`src/rtl/ws2812_pkg.sv`:
```
// Shared types and constants for the WS2812 receive decoder.
package ws2812_pkg;

    localparam int unsigned PIXEL_BITS = 24;

    typedef enum logic [1:0] {
        ST_SYNC,
        ST_IDLE,
        ST_HIGH,
        ST_LOW
    } rx_state_e;

    localparam logic [1:0] ERR_LONG_HIGH = 2'b01;
    localparam logic [1:0] ERR_PARTIAL   = 2'b10;
    localparam logic [1:0] ERR_OVERFLOW  = 2'b11;

    function automatic logic maj3(input logic a, input logic b, input logic c);
        return (a & b) | (a & c) | (b & c);
    endfunction

endpackage

```
`src/rtl/ws2812_rx_sync.sv`:
```
// Line synchronizer and edge detector for the WS2812 receiver.
// WS2812_RX_GLITCH_FILTER_EN adds a 3-sample majority filter (+2 cycles latency).
module ws2812_rx_sync
    import ws2812_pkg::*;
(
    input  logic clk_i,
    input  logic rst_n_i,
    input  logic data_i,
    output logic level_o,
    output logic rise_o,
    output logic fall_o
);

    logic s1_q;
    logic s2_q;
    logic prev_q;
    logic level;

    always_ff @(posedge clk_i or negedge rst_n_i) begin
        if (!rst_n_i) begin
            s1_q <= 1'b0;
            s2_q <= 1'b0;
        end else begin
            s1_q <= data_i;
            s2_q <= s1_q;
        end
    end

`ifdef WS2812_RX_GLITCH_FILTER_EN
    logic m1_q;
    logic m2_q;
    logic filt_q;

    // Both edges are delayed equally, so measured pulse widths are preserved.
    always_ff @(posedge clk_i or negedge rst_n_i) begin
        if (!rst_n_i) begin
            m1_q   <= 1'b0;
            m2_q   <= 1'b0;
            filt_q <= 1'b0;
        end else begin
            m1_q   <= s2_q;
            m2_q   <= m1_q;
            filt_q <= maj3(s2_q, m1_q, m2_q);
        end
    end

    assign level = filt_q;
`else
    assign level = s2_q;
`endif

    always_ff @(posedge clk_i or negedge rst_n_i) begin
        if (!rst_n_i) begin
            prev_q <= 1'b0;
        end else begin
            prev_q <= level;
        end
    end

    assign level_o = level;
    assign rise_o  = level & ~prev_q;
    assign fall_o  = ~level & prev_q;

endmodule

```
`src/rtl/ws2812_rx_decoder.sv`:
```
// WS2812 NRZ receive decoder: pulse-width bit recovery, GRB pixel assembly, latch-gap framing.
// Optional WS2812_RX_GLITCH_FILTER_EN enables spike rejection inside ws2812_rx_sync.
module ws2812_rx_decoder
    import ws2812_pkg::*;
#(
    parameter int unsigned BIT_THRESH = 38,
    parameter int unsigned HIGH_MAX   = 64,
    parameter int unsigned RESET_CYC  = 3200,
    parameter int unsigned IDX_W      = 6
) (
    input  logic                  clk_in,
    input  logic                  rst_n_in,
    input  logic                  ws2812_data_in,
    output logic [23:0]           pixel_data_out,
    output logic [IDX_W-1:0]      pixel_idx_out,
    output logic                  pixel_valid_out,
    output logic                  frame_done_out,
    output logic [IDX_W:0]        frame_len_out,
    output logic                  err_out,
    output logic [1:0]            err_code_out
);

    localparam int unsigned CNT_W = $clog2(RESET_CYC + 1);
    localparam int unsigned BIT_W = $clog2(PIXEL_BITS);

    localparam logic [CNT_W-1:0] THRESH_C   = CNT_W'(BIT_THRESH);
    localparam logic [CNT_W-1:0] HMAX_C     = CNT_W'(HIGH_MAX);
    localparam logic [CNT_W-1:0] GAP_LAST_C = CNT_W'(RESET_CYC - 1);
    localparam logic [BIT_W-1:0] LAST_BIT_C = BIT_W'(PIXEL_BITS - 1);

    logic level;
    logic rise;
    logic fall;

    ws2812_rx_sync u_sync (
        .clk_i   (clk_in),
        .rst_n_i (rst_n_in),
        .data_i  (ws2812_data_in),
        .level_o (level),
        .rise_o  (rise),
        .fall_o  (fall)
    );

    rx_state_e             state_q;
    logic [CNT_W-1:0]      cnt_q;
    logic [CNT_W-1:0]      cnt_inc_d;
    logic [PIXEL_BITS-1:0] shift_q;
    logic [PIXEL_BITS-1:0] pixel_d;
    logic [BIT_W-1:0]      bit_cnt_q;
    logic [IDX_W:0]        pix_cnt_q;
    logic                  ovf_q;
    logic                  last_bit_d;

    logic [23:0]           pixel_data_q;
    logic [IDX_W-1:0]      pixel_idx_q;
    logic                  pixel_valid_q;
    logic                  frame_done_q;
    logic [IDX_W:0]        frame_len_q;
    logic                  err_q;
    logic [1:0]            err_code_q;

    always_comb begin
        cnt_inc_d  = (&cnt_q) ? cnt_q : cnt_q + 1'b1;
        pixel_d    = {shift_q[PIXEL_BITS-2:0], (cnt_q >= THRESH_C)};
        last_bit_d = (bit_cnt_q == LAST_BIT_C);
    end

    always_ff @(posedge clk_in or negedge rst_n_in) begin
        if (!rst_n_in) begin
            state_q       <= ST_SYNC;
            cnt_q         <= '0;
            shift_q       <= '0;
            bit_cnt_q     <= '0;
            pix_cnt_q     <= '0;
            ovf_q         <= 1'b0;
            pixel_data_q  <= '0;
            pixel_idx_q   <= '0;
            pixel_valid_q <= 1'b0;
            frame_done_q  <= 1'b0;
            frame_len_q   <= '0;
            err_q         <= 1'b0;
            err_code_q    <= '0;
        end else begin
            pixel_valid_q <= 1'b0;
            frame_done_q  <= 1'b0;
            err_q         <= 1'b0;
            err_code_q    <= '0;

            case (state_q)
                ST_SYNC: begin
                    if (level) begin
                        cnt_q <= '0;
                    end else if (cnt_q >= GAP_LAST_C) begin
                        cnt_q   <= '0;
                        state_q <= ST_IDLE;
                    end else begin
                        cnt_q <= cnt_inc_d;
                    end
                end

                ST_IDLE: begin
                    if (rise) begin
                        cnt_q   <= CNT_W'(1);
                        state_q <= ST_HIGH;
                    end
                end

                ST_HIGH: begin
                    if (cnt_q > HMAX_C) begin
                        err_q      <= 1'b1;
                        err_code_q <= ERR_LONG_HIGH;
                        bit_cnt_q  <= '0;
                        pix_cnt_q  <= '0;
                        ovf_q      <= 1'b0;
                        cnt_q      <= '0;
                        state_q    <= ST_SYNC;
                    end else if (fall) begin
                        cnt_q   <= CNT_W'(1);
                        state_q <= ST_LOW;
                        shift_q <= pixel_d;
                        if (last_bit_d) begin
                            bit_cnt_q <= '0;
                            // pix_cnt_q stops at 2**IDX_W, which doubles as the overflow marker.
                            if (!pix_cnt_q[IDX_W]) begin
                                pixel_valid_q <= 1'b1;
                                pixel_data_q  <= pixel_d;
                                pixel_idx_q   <= pix_cnt_q[IDX_W-1:0];
                                pix_cnt_q     <= pix_cnt_q + 1'b1;
                            end else if (!ovf_q) begin
                                ovf_q      <= 1'b1;
                                err_q      <= 1'b1;
                                err_code_q <= ERR_OVERFLOW;
                            end
                        end else begin
                            bit_cnt_q <= bit_cnt_q + 1'b1;
                        end
                    end else begin
                        cnt_q <= cnt_inc_d;
                    end
                end

                ST_LOW: begin
                    if (rise) begin
                        cnt_q   <= CNT_W'(1);
                        state_q <= ST_HIGH;
                    end else if (cnt_q >= GAP_LAST_C) begin
                        frame_done_q <= 1'b1;
                        frame_len_q  <= pix_cnt_q;
                        if (bit_cnt_q != '0) begin
                            err_q      <= 1'b1;
                            err_code_q <= ERR_PARTIAL;
                        end
                        bit_cnt_q <= '0;
                        pix_cnt_q <= '0;
                        ovf_q     <= 1'b0;
                        cnt_q     <= '0;
                        state_q   <= ST_IDLE;
                    end else begin
                        cnt_q <= cnt_inc_d;
                    end
                end

                default: begin
                    cnt_q   <= '0;
                    state_q <= ST_SYNC;
                end
            endcase
        end
    end

    assign pixel_data_out  = pixel_data_q;
    assign pixel_idx_out   = pixel_idx_q;
    assign pixel_valid_out = pixel_valid_q;
    assign frame_done_out  = frame_done_q;
    assign frame_len_out   = frame_len_q;
    assign err_out         = err_q;
    assign err_code_out    = err_code_q;

endmodule

```
`config.mk`:
```
export PLATFORM = sky130hd
export DESIGN_NAME = ws2812_rx_decoder
export DESIGN_NICKNAME = d
export VERILOG_FILES = /design/src/rtl/ws2812_pkg.sv /design/src/rtl/ws2812_rx_sync.sv /design/src/rtl/ws2812_rx_decoder.sv
export SDC_FILE = /design/constraint.sdc
export NUM_CORES = 1
export LEC_CHECK = 0
export ABC_AREA = 1
export CAP_MARGIN = 20
export CELL_PAD_IN_SITES_DETAIL_PLACEMENT = 0
export CELL_PAD_IN_SITES_GLOBAL_PLACEMENT = 2
export CORE_ASPECT_RATIO = 0.5
export CORE_MARGIN = 10
export CORE_UTILIZATION = 34
export DETAILED_ROUTE_END_ITERATION = 12
export PLACE_DENSITY = 0.88
export SYNTH_ARGS = -nofsm -noshare
export SYNTH_HDL_FRONTEND = slang
export SYNTH_SLANG_ARGS = --single-unit
```
`constraint.sdc`:
```
create_clock -name clk_in -period 1.9 [get_ports clk_in]
set_clock_uncertainty 0.05 [all_clocks]
set_input_delay 0.285 -clock clk_in [delete_from_list [all_inputs] [get_ports clk_in]]
set_output_delay 0.285 -clock clk_in [all_outputs]
set_load 0.005 [all_outputs]
```
Yosys cells after proc, flatten, opt, wreduce, memory -nomap -nowiden
Index checks and enable logic that the tools add are counted.
Widths: inputs -> output; s select.
{ "totals": {"memories": 0, "ff_bits": 95, "ramBits": 0, "mem_bits_ro": 0, "latch_bits": 0, "in_bits": 3} }
{ "classes": {"addsub": 3, "bitwise_logic": 7, "n_div": 0, "n_reduce_logical": 12, "n_shift": 0, "order_cmp": 3, "eq_ne": 12, "mux": 61, "mul": 0} }
{ "ops": {"columns": ["cell", "count"], "rows": [
  ["$mux 12", 7],
  ["$pmux 12 s4", 1],
  ["$mux 7", 6],
  ["$mux 2", 14],
  ["$mux 5", 5],
  ["$mux 1", 22],
  ["$pmux 7 s2", 1],
  ["$add 12x1->12 const B", 1],
  ["$ge 12x12->1 const B", 1],
  ["$ge 12x6->1 const B", 1],
  ["$gt 12x7->1 const B", 1],
  ["$ne 3x3->1 const B", 4],
  ["$reduce_and 12->1", 1],
  ["$reduce_and 6->1", 2],
  ["$pmux 5 s2", 1],
  ["$reduce_and 5->1", 2],
  ["$reduce_and 3->1", 3],
  ["$ne 2x2->1 const B", 4],
  ["$pmux 2 s4", 1],
  ["$add 7x1->7 const B", 1],
  ["$add 5x1->5 const B", 1],
  ["$eq 5x5->1 const B", 1],
  ["$not 1->1", 5],
  ["$reduce_bool 5->1", 1],
  ["8 further kinds", 11]
]} }

Logic depth before layout (Yosys ltp)
{ "logic_depth": {"ltp_word": 6, "mapped_depth": 12} }

Cells and area by module
From an unflattened synthesis, not the netlist that was laid out.
{ "hier_totals": {"cells_unflattened": 527, "area_unflattened_um2": 4446.8} }
{ "modules_own_cells": {"columns": ["module", "n_inst", "area_per_inst_um2", "cells_each", "seq_area_each_um2"], "rows": [
  ["ws2812_rx_decoder", 1, 4356.7, 520, 2302.2],
  ["ws2812_rx_sync", 1, 90.1, 7, 75.1]
]} }

Least setup slack after synthesis
Ideal clock, no wire load.
{ "synth_path": {"path_type": "register to register", "startpoint": "register cnt_q[1]", "endpoint": "register frame_len_q[6] (netlist: frame_len_out[6])", "path_slack_ns": 0.301, "stages_incl_launch_ff": 12, "arrival_time_ns": 1.427, "required_ns": 1.728, "setup_ns": 0.122, "cell_sequence": "dfrtp_1 > ha_1 > nand3_2 > nor2_4 > nand2_1 > nand2_1 > nand2_2 > nor2_2 > inv_2 > buf_6 > nand2_1 > o21ai_2"} }
{ "synth_between": {"elab_chain_len": 2} }
{ "synth_rtl": {"columns": ["item", "line", "source"], "rows": [
  ["start, declared", "ws2812_rx_decoder.sv:45", "logic [CNT_W-1:0] cnt_q;"],
  ["start signal, assigned", "ws2812_rx_decoder.sv:97", "cnt_q <= cnt_inc_d;"],
  ["start signal, assigned", "ws2812_rx_decoder.sv:138", "cnt_q <= cnt_inc_d;"],
  ["start signal, assigned", "ws2812_rx_decoder.sv:159", "cnt_q <= cnt_inc_d;"],
  ["$ge 12x12->1", "ws2812_rx_decoder.sv:146", "end else if (cnt_q >= GAP_LAST_C) begin"],
  ["$reduce_and 3->1 (no source line)", null, null],
  ["end signal, assigned", "ws2812_rx_decoder.sv:148", "frame_len_q <= pix_cnt_q;"],
  ["end, declared", "ws2812_rx_decoder.sv:58", "logic [IDX_W:0] frame_len_q;"]
]} }
Every way passes these cells.
A chain may end at the register's enable or synchronous reset.

Final worst setup path
{ "layout_path": {"startpoint": "register cnt_q[8]", "endpoint": "register pixel_idx_q[1] (netlist: pixel_idx_out[1])"} }
{ "layout_between": {"elab_chain_len": 3} }
{ "layout_rtl": {"columns": ["item", "line", "source"], "rows": [
  ["$gt 12x7->1", "ws2812_rx_decoder.sv:109", "if (cnt_q > HMAX_C) begin"],
  ["$not 1->1 (no source line)", null, null],
  ["$reduce_and 5->1 (no source line)", null, null],
  ["end signal, assigned", "ws2812_rx_decoder.sv:127", "pixel_idx_q <= pix_cnt_q[IDX_W-1:0];"],
  ["end, declared", "ws2812_rx_decoder.sv:55", "logic [IDX_W-1:0] pixel_idx_q;"]
]} }
Every way passes these cells.

==> key figures <==
Routing
  • WL met3: 395 um
  • Final antenna-violating net count: 0
  • Top routing layer used: met4
  • DR vias/cell: between 4 and 5
  • DRC viols: 0
  • M1 wire length: approximately 5400 um
  • Routed len/inst: around 14 um
  • First-pass DRT Iterations: 5
  • Routed wl met2: roughly 5200 um
  • Initial drt markers: 252
  • Total Routed Length: 11000 um
  • Vias: ~3.6k

Placed design
  • Port bufs: 44
  • Routability Congestion: between 0.8 and 0.9
  • Dpl hpwl: 7388 um
  • Placed Instances: 750

GRT
  • Grt total ovfl: 0
  • Antenna violations before repair: 0
  • First-pass GRT wire length: about 17000 um
  • Largest net degree at the start of global routing: 61
  • GRT Total Usage: a little under an eighth
  • Vias in the first global route: approximately 3.4k

Worst hold path
  • Hold Path Origin: u_sync.s1_q$_DFF_PN0_
  • Hold Path End: u_sync.level_o$_DFF_PN0_
  • Hold WC Path Type: flip-flop to flip-flop
  • Hold Crit Depth: 0

Critical path
  • Worst Setup End Kind: flip-flop
  • Worst r2r dst: pixel_idx_out[1]$_DFFE_PN0P_
  • Critical path class: flip-flop to flip-flop
  • CP required: 2.07 ns
  • RR Startpoint: cnt_q[8]$_DFFE_PN0P_
  • Worst r2r path cells: 9
  • CP Launch Type: flip-flop
  • Crit Path Max Fanout: 8
  • Worst EP arrival: a little over 2 ns
  • FF-to-FF setup slack: 0.05 ns

Synthesis
  • Post-Synthesis Cells: 534
  • Seq/Total Area, Yosys: roughly 53%
  • Synth Net Count: roughly 540
  • Syn_area_per_cell: around 8.4 um2
  • Post-synthesis register bit count: 95
  • Yosys warning total: 0
  • Synth cell types: 31
  • Post-synth design cell area: approximately 4500 um2

Flow run
  • # Max-Cap Violations: 0

Clock network
  • TritonCTS Buffers: 9
  • Bufs on Longest Clock Path: 2
  • Worst-skew pair later-pin latency: 0.33 ns
  • Clock-pin slew on the worst setup and hold paths: 0.06 ns
  • CTS tree: done
  • H-tree depth: 3
  • Root Buffer: clkbuf_16
  • TritonCTS Sinks: 95

Final layout
  • N_diodes: 0
  • Nets: 615
  • Area grow syn2layout: 31.44%
  • Post-route insts no fill: between 700 and 800
  • Share of cells above drive strength 1: roughly 22%

Timing
  • Post-layout min period: ~1.9 ns
  • Hold Vio Cnt, Final: 0
  • RSZ-0062 raised after global routing: yes
  • Slew headroom: roughly 70%
  • Worst slew pin tran: around 0.44 ns
  • Peak Freq: roughly 540 MHz
  • Final setup violation count: 0
  • Tcrit/Tclk final: a little over nine tenths
  • Max Slew Vio Count: 0
  • Hold WS: 0.3003 ns

Power
  • Pint: 3229 uW
  • Share of power burned in registers: roughly half
  • Static Leak: approximately 0.0027 uW
  • Combinational group share of total power: 2.9%
  • VDD IR max: between 0.0003 and 0.0004 V
  • NetSw: 851.4 uW
  • Clock share of power: a little under half
  • Pwr Density: roughly 690 nW/um2
  • Sw frac: 20.87%

Die
  • Rows: 29
  • Core area: 12810 um2
  • Initial core utilization: 35.05%
  • Die height: around 100 um
  • DIE WIDTH: between 150 and 200 um
  • Total Die Area: 18480 um2
  • # IOs: 45

Status
  • Status: completed
==> per-layer routing <==
layer / global-route usage [%] / up-vias
met5: 0 / -
met4: 3.480 / 0
met3: 2.954 / 2
met2: 18.74 / 54
met1: 14.36 / 1694
li1: - / 1839
==> repair_timing <==
| item | in CTS | in global routing |
|---|---|---|
| endpoints found under the setup margin | 2 | 71 |
| resized for setup | 1 | 63 |
| pin swaps | 0 | 8 |
| gates cloned | 0 | 6 |
| hold endpoints to repair | 21 | 0 |
| hold buffers | 1 | 0 |
| setup buffers | 0 | 9 |
==> how the worst max path moves through the flow <==
stage                                           to             startpoint  depth (start not counted)  slack, ns
floorplan             frame_len_out[6]$_DFFE_PN0P_   cnt_q[1]$_DFFE_PN0P_                         11       0.30
global placement          pix_cnt_q[3]$_DFFE_PN0P_  cnt_q[11]$_DFFE_PN0P_                         10       0.03
detailed placement        bit_cnt_q[3]$_DFFE_PN0P_  cnt_q[11]$_DFFE_PN0P_                         10     -0.003
CTS                       pix_cnt_q[1]$_DFFE_PN0P_  cnt_q[11]$_DFFE_PN0P_                         10       0.09
global route        pixel_data_out[15]$_DFFE_PN0P_   cnt_q[8]$_DFFE_PN0P_                          9      -0.05
finish                pixel_idx_out[1]$_DFFE_PN0P_   cnt_q[8]$_DFFE_PN0P_                          9       0.05
==> synthesized netlist by cell type (all sizes together) <==
library cell / n / share of area (%)
clkinv: 1 / 0.084
nor3: 2 / 0.22
ha: 5 / 1.4
buf: 13 / 2.7
a21oi: 9 / 1.3
dfrtp: 95 / 53
nor3b: 2 / 0.33
xor2: 4 / 0.78
inv: 71 / 5.9
o211ai: 1 / 0.17
or2: 1 / 0.14
clkbuf: 2 / 0.17
nand3b: 2 / 0.33
o22ai: 1 / 0.14
nor2: 43 / 4.3
nand3: 40 / 5.4
o21ai: 77 / 9.2
o2111ai: 1 / 0.20
nand2: 159 / 14
nand4: 5 / 0.70
==> cell type report <==
cell class / count / area (um2)
inverters: 72 / 275.3
fillers: 1245 / 6908
clock buffers: 9 / 225.2
repair buffers: 77 / 813.3
multi-input cells: 352 / 1899
clock inverters: 6 / 91.34
well taps: 170 / 212.7
flip-flops and latches: 95 / 2384
==> kinds of logic (layout without fill, tap and decap cells) <==
logic type / count (synthesis) / after routing / synth area share (%)
adders and majority gates: 5 / 5 / 1.394
buffers and inverters: 87 / 164 / 8.863
AOI/OAI and AO/OA: 89 / 89 / 10.93
xor gates and xnor gates: 4 / 4 / 0.7803
DFF: 95 / 95 / 52.95
and+or+nand+nor: 254 / 254 / 25.08
==> per-stage QoR <==
step                setup WS [ns]  util (%)  instance area (um2)  total power, uW    TNS, ns
CTS                       0.09201     43.11                 5522             4128          0
detailed placement      -0.002802     40.52                 5190             2184  -0.005422
floorplan                  0.3010         -                 4489             2108          0
global placement          0.02898     40.52                 5190             2182          0
finish                    0.04814     46.07                 5901             4080          0
global route             -0.04795     46.07                 5901             4248    -0.7061
==> cells in the final DEF, fill, tap and decap left out, types with 3 or more instances in the layout <==
| master | n |
|---|---|
| nand3_2 | 3 |
| a21oi_1 | 8 |
| nor2_2 | 5 |
| dfrtp_2 | 5 |
| nand4_1 | 5 |
| nand3_1 | 33 |
| dfrtp_1 | 90 |
| o21ai_2 | 17 |
| xor2_1 | 4 |
| buf_4 | 22 |
| buf_6 | 4 |
| clkbuf_16 | 12 |
| nor2_4 | 7 |
| o21ai_1 | 34 |
| buf_12 | 3 |
| clkdlybuf4s50_1 | 43 |
| nand2_1 | 126 |
| nand3_4 | 4 |
| nor2_1 | 31 |
| inv_1 | 63 |
| ha_1 | 5 |
| o21ai_0 | 26 |
| nand2_4 | 5 |
| nand2_2 | 28 |
| inv_2 | 6 |
==> power groups by stage <==
stage                     clock (uW)  combinational (uW)  sequential, uW
after floorplan                    0                31.9            2080
after global placement             0                 106            2080
after detailed placement           0                 109            2080
after CTS                       1980                 110            2040
after global routing            2070                 137            2040
final                           1920                 120            2040
==> critical path: stages, from the launching register on <==
cell and delay (ns):
dfrtp_2 0.45, inv_2 0.10, nand2_4 0.07, nor2_4 0.14, nand3_4 0.12, a21oi_4 0.22
nand3_4 0.22, clkbuf_16 0.26, nand2_2 0.05, o21ai_1 0.05
==> state kept, by name, summed over array words and instances (netlist names) <==
register and cells:
u_sync.level_o 1, frame_done_out 1, pixel_valid_out 1, err_out 1, pixel_data_out 24, pixel_idx_out 6
frame_len_out 7, u_sync.s1_q 1, ovf_q 1, err_code_out 2, shift_q 23, u_sync.prev_q 1
state_q 2, bit_cnt_q 5, cnt_q 12, pix_cnt_q 7
Note: power is estimated with default switching activity, not from simulation.
